File: config.mk
export PLATFORM = sky130hd
export DESIGN_NAME = t09_apple_placer
export DESIGN_NICKNAME = d
export VERILOG_FILES = /design/src/rtl/t09_apple_placer.sv
export SDC_FILE = /design/constraint.sdc
export NUM_CORES = 1
export LEC_CHECK = 0
export BUFFER_PORTS_ARGS = -buffer_cell sky130_fd_sc_hd__buf_4
export CAP_MARGIN = 10
export CORE_UTILIZATION = 53
export CTS_BUF_LIST = sky130_fd_sc_hd__clkbuf_16
export DETAILED_ROUTE_END_ITERATION = 10
export GPL_ROUTABILITY_DRIVEN = 0
export PLACE_DENSITY = 0.89
export SYNTH_ARGS = -nofsm -noshare
export SYNTH_HDL_FRONTEND = slang
export SYNTH_SLANG_ARGS = --single-unit
export TNS_END_PERCENT = 10
File: constraint.sdc
create_clock -name clk -period 4.03 [get_ports clk]
set_input_delay 0.403 -clock clk [delete_from_list [all_inputs] [get_ports clk]]
set_output_delay 0.403 -clock clk [all_outputs]
set_load 0.02 [all_outputs]
File: src/rtl/t09_apple_placer.sv
// t09_apple_placer
// Picks a free playfield cell and a color for a new apple. A random candidate is
// taken from the free-running rng word and range-checked against the grid. An
// in-range candidate is sent out as a one-cycle occupancy query. The block then
// waits for the occupancy answer. A free cell commits the apple. An out-of-range
// or occupied cell costs one try. After MAX_TRIES failed tries the block gives up.
//
// Ports
//   clk                  rising-edge clock
//   reset                synchronous, active-low
//   rng[15:0]            random word: x=[3:0], y=[7:4], color=[10:8]
//   place_req            start a placement (accepted only when idle)
//   occ_valid, occupied  occupancy answer for the current query
//   query_x/y, query_valid  candidate under query, one-cycle strobe
//   apple_x/y, apple_color  committed apple
//   busy, done, fail     in-progress level, success pulse, give-up pulse
module t09_apple_placer #(
    parameter int GRID_W    = 12,
    parameter int GRID_H    = 8,
    parameter int MAX_TRIES = 16
) (
    input  logic        clk,
    input  logic        reset,
    input  logic [15:0] rng,
    input  logic        place_req,
    input  logic        occ_valid,
    input  logic        occupied,
    output logic [3:0]  query_x,
    output logic [3:0]  query_y,
    output logic        query_valid,
    output logic [3:0]  apple_x,
    output logic [3:0]  apple_y,
    output logic [2:0]  apple_color,
    output logic        busy,
    output logic        done,
    output logic        fail
);

    localparam int CNT_W = $clog2(MAX_TRIES + 1);
    localparam logic [CNT_W-1:0] TRY_ONE  = CNT_W'(1);
    localparam logic [CNT_W-1:0] TRY_LAST = CNT_W'(MAX_TRIES);
    localparam logic [4:0] GRID_W_C = 5'(GRID_W);
    localparam logic [4:0] GRID_H_C = 5'(GRID_H);

    typedef enum logic [2:0] {
        S_IDLE, S_SAMPLE, S_QUERY, S_WAIT, S_FAIL
    } state_t;

    state_t           state, state_nxt;
    logic [CNT_W-1:0] tries, tries_nxt;
    logic [2:0]       cand_color;

    logic [3:0] qx_nxt, qy_nxt, ax_nxt, ay_nxt;
    logic [2:0] col_nxt, acol_nxt;
    logic       qv_nxt, done_nxt, fail_nxt, busy_nxt;
    logic       in_range, reject;

    // Seven colors are available. The raw value 7 folds onto the last color.
    function automatic logic [2:0] map_color(input logic [2:0] c);
        return (c == 3'd7) ? 3'd6 : c;
    endfunction

    assign in_range = ({1'b0, rng[3:0]} < GRID_W_C) && ({1'b0, rng[7:4]} < GRID_H_C);

    // State register and all registered outputs
    always_ff @(posedge clk) begin
        if (!reset) begin
            state       <= S_IDLE;
            tries       <= '0;
            cand_color  <= '0;
            query_x     <= '0;
            query_y     <= '0;
            query_valid <= 1'b0;
            apple_x     <= '0;
            apple_y     <= '0;
            apple_color <= '0;
            busy        <= 1'b0;
            done        <= 1'b0;
            fail        <= 1'b0;
        end else begin
            state       <= state_nxt;
            tries       <= tries_nxt;
            cand_color  <= col_nxt;
            query_x     <= qx_nxt;
            query_y     <= qy_nxt;
            query_valid <= qv_nxt;
            apple_x     <= ax_nxt;
            apple_y     <= ay_nxt;
            apple_color <= acol_nxt;
            busy        <= busy_nxt;
            done        <= done_nxt;
            fail        <= fail_nxt;
        end
    end

    // Next-state logic
    always_comb begin
        state_nxt = state;
        tries_nxt = tries;
        reject    = 1'b0;
        case (state)
            S_IDLE: begin
                if (place_req) begin
                    state_nxt = S_SAMPLE;
                    tries_nxt = '0;
                end
            end
            S_SAMPLE: begin
                if (in_range) state_nxt = S_QUERY;
                else          reject    = 1'b1;
            end
            S_QUERY: state_nxt = S_WAIT;
            S_WAIT: begin
                if (occ_valid) begin
                    if (occupied) reject    = 1'b1;
                    else          state_nxt = S_IDLE;
                end
            end
            S_FAIL:  state_nxt = S_IDLE;
            default: state_nxt = S_IDLE;
        endcase
        // A rejection either spends one more try or, on the last one, gives up.
        if (reject) begin
            if (tries + TRY_ONE == TRY_LAST) begin
                state_nxt = S_FAIL;
            end else begin
                state_nxt = S_SAMPLE;
                tries_nxt = tries + TRY_ONE;
            end
        end
    end

    // Output next values. These are registered together with the state.
    always_comb begin
        qx_nxt   = query_x;
        qy_nxt   = query_y;
        col_nxt  = cand_color;
        ax_nxt   = apple_x;
        ay_nxt   = apple_y;
        acol_nxt = apple_color;
        if (state == S_SAMPLE) begin
            qx_nxt  = rng[3:0];
            qy_nxt  = rng[7:4];
            col_nxt = map_color(rng[10:8]);
        end
        qv_nxt   = (state == S_SAMPLE) && (state_nxt == S_QUERY);
        done_nxt = (state == S_WAIT) && occ_valid && !occupied;
        if (done_nxt) begin
            ax_nxt   = query_x;
            ay_nxt   = query_y;
            acol_nxt = cand_color;
        end
        fail_nxt = (state_nxt == S_FAIL);
        busy_nxt = (state_nxt != S_IDLE);
    end

endmodule

# Word-level counts from Yosys, hierarchy flattened
# Index checks and enable logic that the tools add are counted.
# classes
add_sub_neg	1
multipliers	0
n_div	0
magnitude_cmp	2
eq_ne	7
n_shift	0
mux	16
n_bitwise	0
reduce_logical	7
# ops
cell	count
$mux W3	7
$mux W5	4
$pmux W3 S4	1
$eq A3 B2 Y1 const B	3
$lt A4 B4 Y1 const B	2
$eq A3 B3 Y1 const B	2
$add A5 B1 Y5 const B	1
$eq A5 B5 Y1 const B	1
$logic_and A1 B1 Y1	4
$eq A3 B1 Y1 const B	1
$logic_not A3 Y1	1
$mux W1	3
$reduce_bool A3 Y1	1
$pmux W1 S2	1
$logic_not A1 Y1	1
# word_totals
register_bits	34
latchBits	0
mem_bits_rw	0
romBits	0
in_bits	21
output_inout_bits	23
wordCells	45
memories	0

# Logic depth before layout (Yosys ltp)
# Gate-level depths: netlist of run 1.
# depth
word_depth	7
mapped_depth	5
ltp_nobuf	5

# Worst setup path after synthesis of run 1
# No wires, ideal clock.
# synth_timing
kind	flip-flop to flip-flop
from	register state[0]
to	register tries[0]
setup_ps	72
arrival_ps	1442
required_ps	3958
setup_slack_ps	2517
stages_incl_launch_ff	5
path_buffers	0
synth_period_minus_slack_ps	1513
path_cell_list	dfxtp_1 > or3b_4 > a2bb2oi_2 > a221oi_4 > mux2i_1
# synth_via
elab_chain_cells	4
word_cells_on_any_way	7
cone_classes	eq/ne: 2; mux: 4; reduce/logical: 1
# synth_rtl
item	line	rtl
start: declaration	49	state_t state, state_nxt;
start signal: assignment	81	state <= state_nxt;
$logic_not A3 Y1	101	case (state)
$mux W5	101	
$mux W5	124	if (tries + TRY_ONE == TRY_LAST) begin
$mux W5 (*)	123	if (reject) begin
end signal: assignment	82	tries <= tries_nxt;
end: declaration	50	logic [CNT_W-1:0] tries, tries_nxt;
# Every way passes the cells marked *; elsewhere a longest branch is shown, timed or not.
# A chain may end at the register's enable or synchronous reset.

# Worst setup path after layout of run 1
# layout_timing
from	register state[0]
to	register tries[1]
# The elaborated chain is that of the path after synthesis.

==> results of run 1 <==
worst min path at each step:
stage,slack (ns),depth (start not counted),start,endpoint
global placement,0.44,2,cand_color[0],cand_color[0]
CTS,0.37,3,rng[1],query_x[1]
global route,0.39,3,rng[4],query_y[0]
finish,0.37,3,rng[1],query_x[1]
floorplan,0.43,2,cand_color[0],cand_color[0]
detailed placement,0.45,2,cand_color[1],cand_color[1]
cell usage after synthesis, types with 2 or more instances:
library cell	number	area (um^2)
and3_1	2	12.5
o21a_1	2	15.0
a21oi_1	16	80.1
nor4_1	2	12.5
dfxtp_1	34	681
mux2i_1	14	140
o211ai_1	2	15.0
ha_1	2	25.0
clkbuf_1	6	22.5
nor2_1	13	48.8
nor3_1	2	10.0
nand2b_1	4	25.0
nand3b_1	2	15.0
nor2b_1	2	12.5
nand2_1	28	105
nand3_1	7	35.0
metrics by stage:
| step | total power, W | instances |
|---|---|---|
| finish | 0.000804 | 226 |
| global route | 0.000833 | 226 |
| CTS | 0.000808 | 226 |
| detailed placement | 0.000459 | 219 |
| global placement | 0.000454 | 219 |
| floorplan | 0.000421 | 158 |
state kept, by name, summed over array words and instances (netlist names):
signal       count
apple_color      3
apple_x          4
apple_y          4
busy             1
cand_color       3
done             1
fail             1
query_valid      1
query_x          4
query_y          4
state            3
tries            5
layout by cell type, fill, tap and decap left out, types with 2 or more instances in the layout:
master / count
nor3_1: 2
nor2_1: 13
dfxtp_1: 34
nand3_1: 7
clkbuf_16: 5
nand2b_1: 4
nor2b_1: 2
buf_4: 39
ha_1: 2
inv_1: 3
and3_1: 2
nand2_1: 28
mux2i_1: 14
o21a_1: 2
a21oi_1: 16
nor4_1: 2
nand3b_1: 2
o211ai_1: 2
worst reg2reg max path, stage by stage, from the launching register on:
cell and delay, ns:
dfxtp_1 0.40, or3b_4 0.51, a2bb2oi_2 0.25, a221oi_4 0.34, mux2i_1 0.22
logic make-up after synthesis:
group	after synthesis	share of synthesized area [%]
muxes	15	10.6
xor gates and xnor gates	1	0.613
AOI/OAI and AO/OA	28	13.7
DFF	34	47.6
and+or+nand+nor	68	22.9
buffers and inverters	10	2.71
adders and majority gates	2	1.75
metal layers:
metal	track usage (%)	part of all wire, %
met5	0	0
met4	19.3	2.4
met3	9.60	5.4
met2	44.9	53
met1	27.9	39
report_power, final:
group / switching [W] / leakage, nW / total (W) / internal (W)
Combinational: 0.0000530 / 0.518 / 0.0000938 / 0.0000408
Sequential: 0.0000108 / 0.276 / 0.000361 / 0.000350
Clock: 0.000130 / 0.0723 / 0.000350 / 0.000220
cell type report:
class | count | area [um^2]
fillers | 182 | 662
repair buffers | 39 | 293
flip-flops and latches | 34 | 681
inverters | 2 | 7.51
well taps | 30 | 37.5
multi-input cells | 114 | 709
clock buffers | 5 | 125
clock inverters | 2 | 7.51
==> results.sh, run 1 <==
export IMPL_status="finished clean"
export IMPL_tns_ns=0
export IMPL_ant_nets=0
export IMPL_grt_pass1_wl_mm=5.29
export IMPL_syn_to_final_growth_pct=30.2
export IMPL_ioPinCount=44
export IMPL_setup_viol=0
export IMPL_grt_start_max_net_pins=29
export IMPL_coreArea_um2=2520
export IMPL_cpPeakStageDelay_ns=0.51
export IMPL_worstSetupStartpointType="register"
export IMPL_path_clk_slew_ns=0.05
export IMPL_start_util_pct=56.6
export IMPL_drv_cap=0
export IMPL_fp_dieArea_um2=2910
export IMPL_antenna_found_initial=0
export IMPL_max_slew_margin_pct=55.4
export IMPL_seq_area_frac_synth_pct=47.6
export IMPL_final_util_pct=73.8
export IMPL_crit_family="compound AO/OA/AOI/OAI gates"
export IMPL_overflow=0
export IMPL_finalCritPeriodShare_pct=44.1
export IMPL_ir_drop_uv=407
export IMPL_numClockSinks=34
export IMPL_drc=0
export IMPL_cts_setup_buffers=0
export IMPL_diodes=0
export IMPL_synthArstFlopShare_pct=0
export IMPL_ys_warn_count=0
export IMPL_synth_area_um2=1430
export IMPL_crit_chain="or3b_4 -> a2bb2oi_2 -> a221oi_4 -> mux2i_1"
export IMPL_whs_ns=0.374
export IMPL_clock_tree_root_cell="clkbuf_16"
export IMPL_ys_flop_type="dfxtp_1"
export IMPL_num_vias=1295
export IMPL_slew_violations=0
export IMPL_wl_per_cell_um=15.5
export IMPL_portBuffers=38
export IMPL_worst_path_max_fanout=13
export IMPL_nets=219
export IMPL_required_ns=4.24
export IMPL_synth_edf_count=0
export IMPL_worst_slew_pin_slew_ns=0.668
export IMPL_first_iter_violations=37
export IMPL_cp_startpoint="state[0]"
export IMPL_cts_tree="built"
export IMPL_finalHoldViolCount=0
export IMPL_critPathBufInv=0
export IMPL_dr_pass1_iters=4
export IMPL_place_area_um2=1730
export IMPL_finalCriticalPeriod_ns=1.78
export IMPL_synth_net_count=181
export IMPL_rr_startpoint="state[0]"
export IMPL_num_rows=18
export IMPL_viasPerCell=5.73
export IMPL_r2r_end="tries[1]"
export IMPL_worstPathArrival_ns=1.99
export IMPL_grt_pass1_vias=1228
export IMPL_drt_total_wl_mm=3.51
export IMPL_cp_num_cells=4
export IMPL_critical_path_endpoint="tries[1]"
export IMPL_syn_inst=158
export IMPL_design_area_um2=1860
export IMPL_insertion_delay_ns=0.28
export IMPL_finalWorstSetupSlack_ns=2.25
export IMPL_critical_path_slowest_cell="or3b_4"
export IMPL_die_y_um=53.9
export IMPL_cts_made_buffers=5
export IMPL_drive_gt1_share_pct=25.0
export IMPL_reg2reg_slack_ns=2.25
export IMPL_fin_skew_ns=0.00311
export IMPL_cts_hold_buf=0
export IMPL_hpwl_mm=2.35
export IMPL_synthDistinctLibCells=36
export IMPL_cts_path_max_buffers=2
export IMPL_path_class="register to register"
export IMPL_globalRouteTotalUtil_pct=27.0
export IMPL_fmax_ghz=0.562
export IMPL_ys_ff_latch=34
export IMPL_pre_cts_slack_ns=2.26
export IMPL_cts_resized=0
export IMPL_rsz0062_at_grt="no"
export IMPL_cp_end_kind="register"
export IMPL_leakage_nw=0.866
export IMPL_hold_path_class="input pin to register"
export IMPL_power_density_nw_per_um2=432
export IMPL_avgSynthCellArea_um2=9.04
export IMPL_die_x_um=53.9
export IMPL_htree_levels=2
export IMPL_r2r_cells=4
No activity file was read; power rests on OpenSTA's default activity.
==> run 2: changes to the inputs <==
Settings changed: CORE_UTILIZATION 53 to 50, PLACE_DENSITY 0.89 to 0.85.
Clock period 4.03 ns to 1.65 ns, I/O delays scaled along.
==> results.sh, run 2 (same netlist as run 1, synthesis figures left out) <==
export IMPL_largest_reg_flops=5
export IMPL_drive_gt1_share_pct=29.6
export IMPL_r2r_end="tries[4]"
export IMPL_status="finished clean"
export IMPL_clkPwrFrac_pct=48.4
export IMPL_final_cell_mix="buf_4 (45), dfxtp_1 (33), nand2_1 (28)"
export IMPL_path_clk_slew_ns=0.05
export IMPL_portBuffers=38
export IMPL_cts_setup_buffers=0
export IMPL_reg2reg_slack_ns=0.1
export IMPL_worst_path_max_fanout=7
export IMPL_whs_ns=0.141
export IMPL_fmax_ghz=0.644
export IMPL_finalWorstSetupSlack_ns=0.0970
export IMPL_nFillCells=201
export IMPL_cts_path_max_buffers=2
export IMPL_insertion_delay_ns=0.28
export IMPL_drv_cap=0
export IMPL_dr_pass1_iters=4
export IMPL_ir_drop_uv=998
export IMPL_setup_viol=0
export IMPL_cts_tree="built"
export IMPL_final_cell_count_no_fill=234
export IMPL_hpwl_mm=2.26
export IMPL_worstSetupStartpointType="register"
export IMPL_num_vias=1278
export IMPL_switchingPower_w=0.000493
export IMPL_finalCriticalPeriod_ns=1.55
export IMPL_required_ns=1.85
export IMPL_grt_pass1_wl_mm=5.35
export IMPL_ioPinCount=44
export IMPL_globalRouteTotalUtil_pct=22.3
export IMPL_worst_slew_pin_slew_ns=0.456
export IMPL_cp_end_kind="register"
export IMPL_rr_startpoint="state[2]"
export IMPL_hold_start="rng[4]"
export IMPL_finalCritPeriodShare_pct=94.1
export IMPL_coreArea_um2=2730
export IMPL_fp_dieArea_um2=3080
export IMPL_die_x_um=55.5
export IMPL_grt_pass1_vias=1242
export IMPL_r2r_cells=4
export IMPL_largest_register="tries"
export IMPL_hold_end="query_y[0]"
export IMPL_die_y_um=55.5
export IMPL_antenna_found_initial=0
export IMPL_leakage_nw=0.895
export IMPL_syn_to_final_growth_pct=36.3
export IMPL_diodes=0
export IMPL_final_common_cell="buf_4"
export IMPL_htree_levels=2
export IMPL_dpl_cell_count=226
export IMPL_viasPerCell=5.46
export IMPL_ant_nets=0
export IMPL_nets=225
export IMPL_pre_cts_slack_ns=0.0650
export IMPL_power_density_nw_per_um2=1120
export IMPL_grt_start_max_net_pins=29
export IMPL_hold_path_depth=3
export IMPL_switching_share_pct=22.7
export IMPL_clock_tree_root_cell="clkbuf_16"
export IMPL_start_util_pct=52.3
export IMPL_path_class="register to register"
export IMPL_ff_latch_area_um2=682
export IMPL_slew_violations=0
export IMPL_combPwrFrac_pct=11.4
export IMPL_first_iter_violations=48
export IMPL_overflow=0
export IMPL_seqPwrFrac_pct=40.3
export IMPL_hold_path_class="input pin to register"
export IMPL_intPower_w=0.00168
export IMPL_drt_total_wl_mm=3.17
export IMPL_multiInputGateArea_um2=712
export IMPL_wl_per_cell_um=13.6
export IMPL_finalHoldViolCount=0
export IMPL_numClockSinks=34
export IMPL_cts_hold_buf=0
export IMPL_num_rows=19
export IMPL_cts_made_buffers=5
export IMPL_fin_skew_ns=0.00756
export IMPL_max_slew_margin_pct=69.5
export IMPL_worstPathArrival_ns=1.75
export IMPL_rsz0062_at_grt="no"
export IMPL_drc=0
export IMPL_tns_ns=0
==> run 2: timing repair <==
item | CTS | global route
setup endpoints to repair | 0 | 4
resized for setup | 0 | 2
endpoints found under the hold margin | 0 | 0
==> run 2: layer usage <==
layer  global-route usage [%]  vias up  share of wire, %
met2                     37.9       41                50
met5                        0        -                 0
li1                         -      638                 -
met4                     10.4        0               1.1
met1                     24.4      593                44
met3                     8.67        6               5.1
==> run 2: critical path: stages (launching register included) <==
cell and delay, ns:
dfxtp_2 0.35, or3b_4 0.40, o2bb2ai_1 0.34, o311ai_0 0.21, a21oi_1 0.17
==> run 2: how the worst max path moves through the flow <==
stage	depth (start not counted)	to	from
finish	4	tries[4]	state[2]
CTS	4	tries[4]	state[2]
global route	4	tries[0]	tries[0]
global placement	4	tries[0]	state[2]
floorplan	4	tries[0]	state[0]
detailed placement	4	tries[1]	tries[0]
==> run 2: power by group through the flow <==
stage               sequential (W)  combinational, W  clock [W]
finish                    0.000875          0.000247    0.00105
global route              0.000878          0.000267    0.00111
global placement          0.000890          0.000239          0
detailed placement        0.000892          0.000244          0
CTS                       0.000875          0.000247    0.00106
floorplan                 0.000915          0.000113          0
==> run 2: cell type report <==
| type | count | share of cell area, % |
|---|---|---|
| Multi-Input combinational cell | 114 | 36.5 |
| Tap cell | 31 | 1.99 |
| Inverter | 2 | 0.385 |
| Sequential cell | 34 | 35.0 |
| Clock buffer | 5 | 6.42 |
| Clock inverter | 3 | 2.31 |
| Timing Repair Buffer | 45 | 17.3 |
==> run 2: through the flow <==
| stage | power [W] | cell area [um^2] | utilization [%] |
|---|---|---|---|
| floorplan | 0.00103 | 1430 | - |
| global placement | 0.00113 | 1770 | 64.9 |
| detailed placement | 0.00114 | 1770 | 64.9 |
| CTS | 0.00218 | 1940 | 71.1 |
| global route | 0.00225 | 1950 | 71.3 |
| finish | 0.00217 | 1950 | 71.3 |
==> run 3: changes to the inputs <==
Settings changed: CORE_UTILIZATION 50 to 45, PLACE_DENSITY 0.85 to 0.81.
Clock period 1.65 ns to 1.4 ns, I/O delays scaled along.
==> results.sh, run 3 (same netlist as run 1, synthesis figures left out) <==
export IMPL_num_vias=1345
export IMPL_crit_chain="or3b_4 -> a2bb2oi_4 -> a221oi_4 -> mux2i_1"
export IMPL_cts_hold_buf=0
export IMPL_hold_end="query_x[0]"
export IMPL_ioPinCount=44
export IMPL_clock_tree_root_cell="clkbuf_16"
export IMPL_status="complete, but fails checks"
export IMPL_worstPathArrival_ns=1.68
export IMPL_path_class="register to register"
export IMPL_critical_path_slowest_cell="or3b_4"
export IMPL_overflow=0
export IMPL_crit_family="compound AO/OA/AOI/OAI gates"
export IMPL_cpPeakStageDelay_ns=0.41
export IMPL_hold_start="rng[0]"
export IMPL_leakage_nw=0.959
export IMPL_cts_path_max_buffers=2
export IMPL_reg2reg_slack_ns=-0.08
export IMPL_hold_path_depth=3
export IMPL_critPathBufInv=0
export IMPL_dpl_cell_count=249
export IMPL_largest_register="tries"
export IMPL_start_util_pct=47.2
export IMPL_cp_end_kind="register"
export IMPL_viasPerCell=5.21
export IMPL_insertion_delay_ns=0.28
export IMPL_die_y_um=58.4
export IMPL_largest_reg_flops=5
export IMPL_finalCriticalPeriod_ns=1.48
export IMPL_final_cell_mix="buf_4 (55), dfxtp_1 (30), nand2_1 (27)"
export IMPL_drt_total_wl_mm=3.44
export IMPL_setup_viol=7
export IMPL_num_rows=20
export IMPL_htree_levels=2
export IMPL_final_common_cell="buf_4"
export IMPL_ant_nets=0
export IMPL_rsz0062_at_grt="yes"
export IMPL_drc=0
export IMPL_hold_path_class="input pin to register"
export IMPL_worstSetupStartpointType="register"
export IMPL_max_slew_margin_pct=67.9
export IMPL_cts_tree="built"
export IMPL_tns_ns=-0.380
export IMPL_r2r_cells=4
export IMPL_fmax_ghz=0.676
export IMPL_cts_made_buffers=5
export IMPL_coreArea_um2=3030
export IMPL_grt_pass1_wl_mm=5.37
export IMPL_ir_drop_uv=816
export IMPL_final_util_pct=69.3
export IMPL_nets=237
export IMPL_grt_start_max_net_pins=29
export IMPL_cp_num_cells=4
export IMPL_slew_violations=0
export IMPL_syn_to_final_growth_pct=46.9
export IMPL_violations="negative setup slack"
export IMPL_antenna_found_initial=0
export IMPL_power_density_nw_per_um2=1130
export IMPL_grt_pass1_vias=1220
export IMPL_die_x_um=58.4
export IMPL_fp_dieArea_um2=3400
export IMPL_rr_startpoint="state[2]"
export IMPL_fin_skew_ns=0.00280
export IMPL_diodes=0
export IMPL_numClockSinks=34
export IMPL_wl_per_cell_um=13.3
export IMPL_r2r_end="tries[1]"
export IMPL_worst_slew_pin_slew_ns=0.481
export IMPL_final_cell_count_no_fill=258
export IMPL_globalRouteTotalUtil_pct=21.7
export IMPL_hpwl_mm=2.37
export IMPL_finalHoldViolCount=0
export IMPL_drv_cap=0
export IMPL_first_iter_violations=43
export IMPL_finalCritPeriodShare_pct=106
export IMPL_portBuffers=38
export IMPL_finalWorstSetupSlack_ns=-0.0798
export IMPL_dr_pass1_iters=4
export IMPL_path_clk_slew_ns=0.05
export IMPL_required_ns=1.60
export IMPL_cp_startpoint="state[2]"
export IMPL_worst_path_max_fanout=5
export IMPL_drive_gt1_share_pct=37.9
## run 3: cell types whose count changed in the layout (fill, tap and decap cells not counted), sizes merged
| cell | delta |
|---|---|
| clkinvlp | -2 |
| buf | +12 |
| bufinv | -1 |
| clkinv | +2 |
## run 3: worst max-delay path by stage
stage	endpoint
4_1_cts	tries[1]
3_3_place_gp	tries[1]
3_5_place_dp	tries[1]
2_1_floorplan	tries[0]
5_1_grt	tries[0]
6_report	tries[1]
## run 3: what timing repair did
action,in CTS,in global routing
resized for setup,7,8
pin swaps,4,4
buffers inserted,1,1
setup endpoints to repair,8,21
## run 3: cell type report
| type | count | area [um^2] |
|---|---|---|
| Fill cell | 232 | 928 |
| Inverter | 2 | 7.51 |
| Sequential cell | 34 | 688 |
| Clock buffer | 5 | 125 |
| Multi-Input combinational cell | 114 | 769 |
| Tap cell | 44 | 55.1 |
| Timing Repair Buffer | 57 | 444 |
| Clock inverter | 2 | 10.0 |
## run 3: stage by stage
step	setup slack [ns]	hold slack (ns)	instance area (um^2)	total power (W)
6_report	-0.0798	0.115	2100	0.00238
5_1_grt	-0.135	0.127	2100	0.00247
4_1_cts	-0.0782	0.112	2060	0.00240
3_5_place_dp	-0.207	0.406	1890	0.00136
3_3_place_gp	-0.100	0.391	1890	0.00136
2_1_floorplan	-0.0809	0.276	1440	0.00122
## run 3: power breakdown
part | internal (W) | total, W | switching (W)
Clock | 0.000640 | 0.00102 | 0.000376
Sequential | 0.00101 | 0.00103 | 0.0000252
Combinational | 0.000164 | 0.000332 | 0.000168
## run 3: layer usage
layer / up-vias / wire (um) / global-route usage [%]
met5: - / 0 / 0
met4: 0 / 90 / 12.9
met3: 8 / 212 / 7.47
met2: 47 / 1710 / 36.8
met1: 630 / 1420 / 23.5
li1: 660 / - / -
## run 3: worst register-to-register path: cells and delay by family (launching register included)
family,cells,cell delay (ns)
AND/OR/NAND/NOR,1,0.41
multiplexers,1,0.22
AO/OA/AOI/OAI,2,0.47
flip-flops,1,0.31
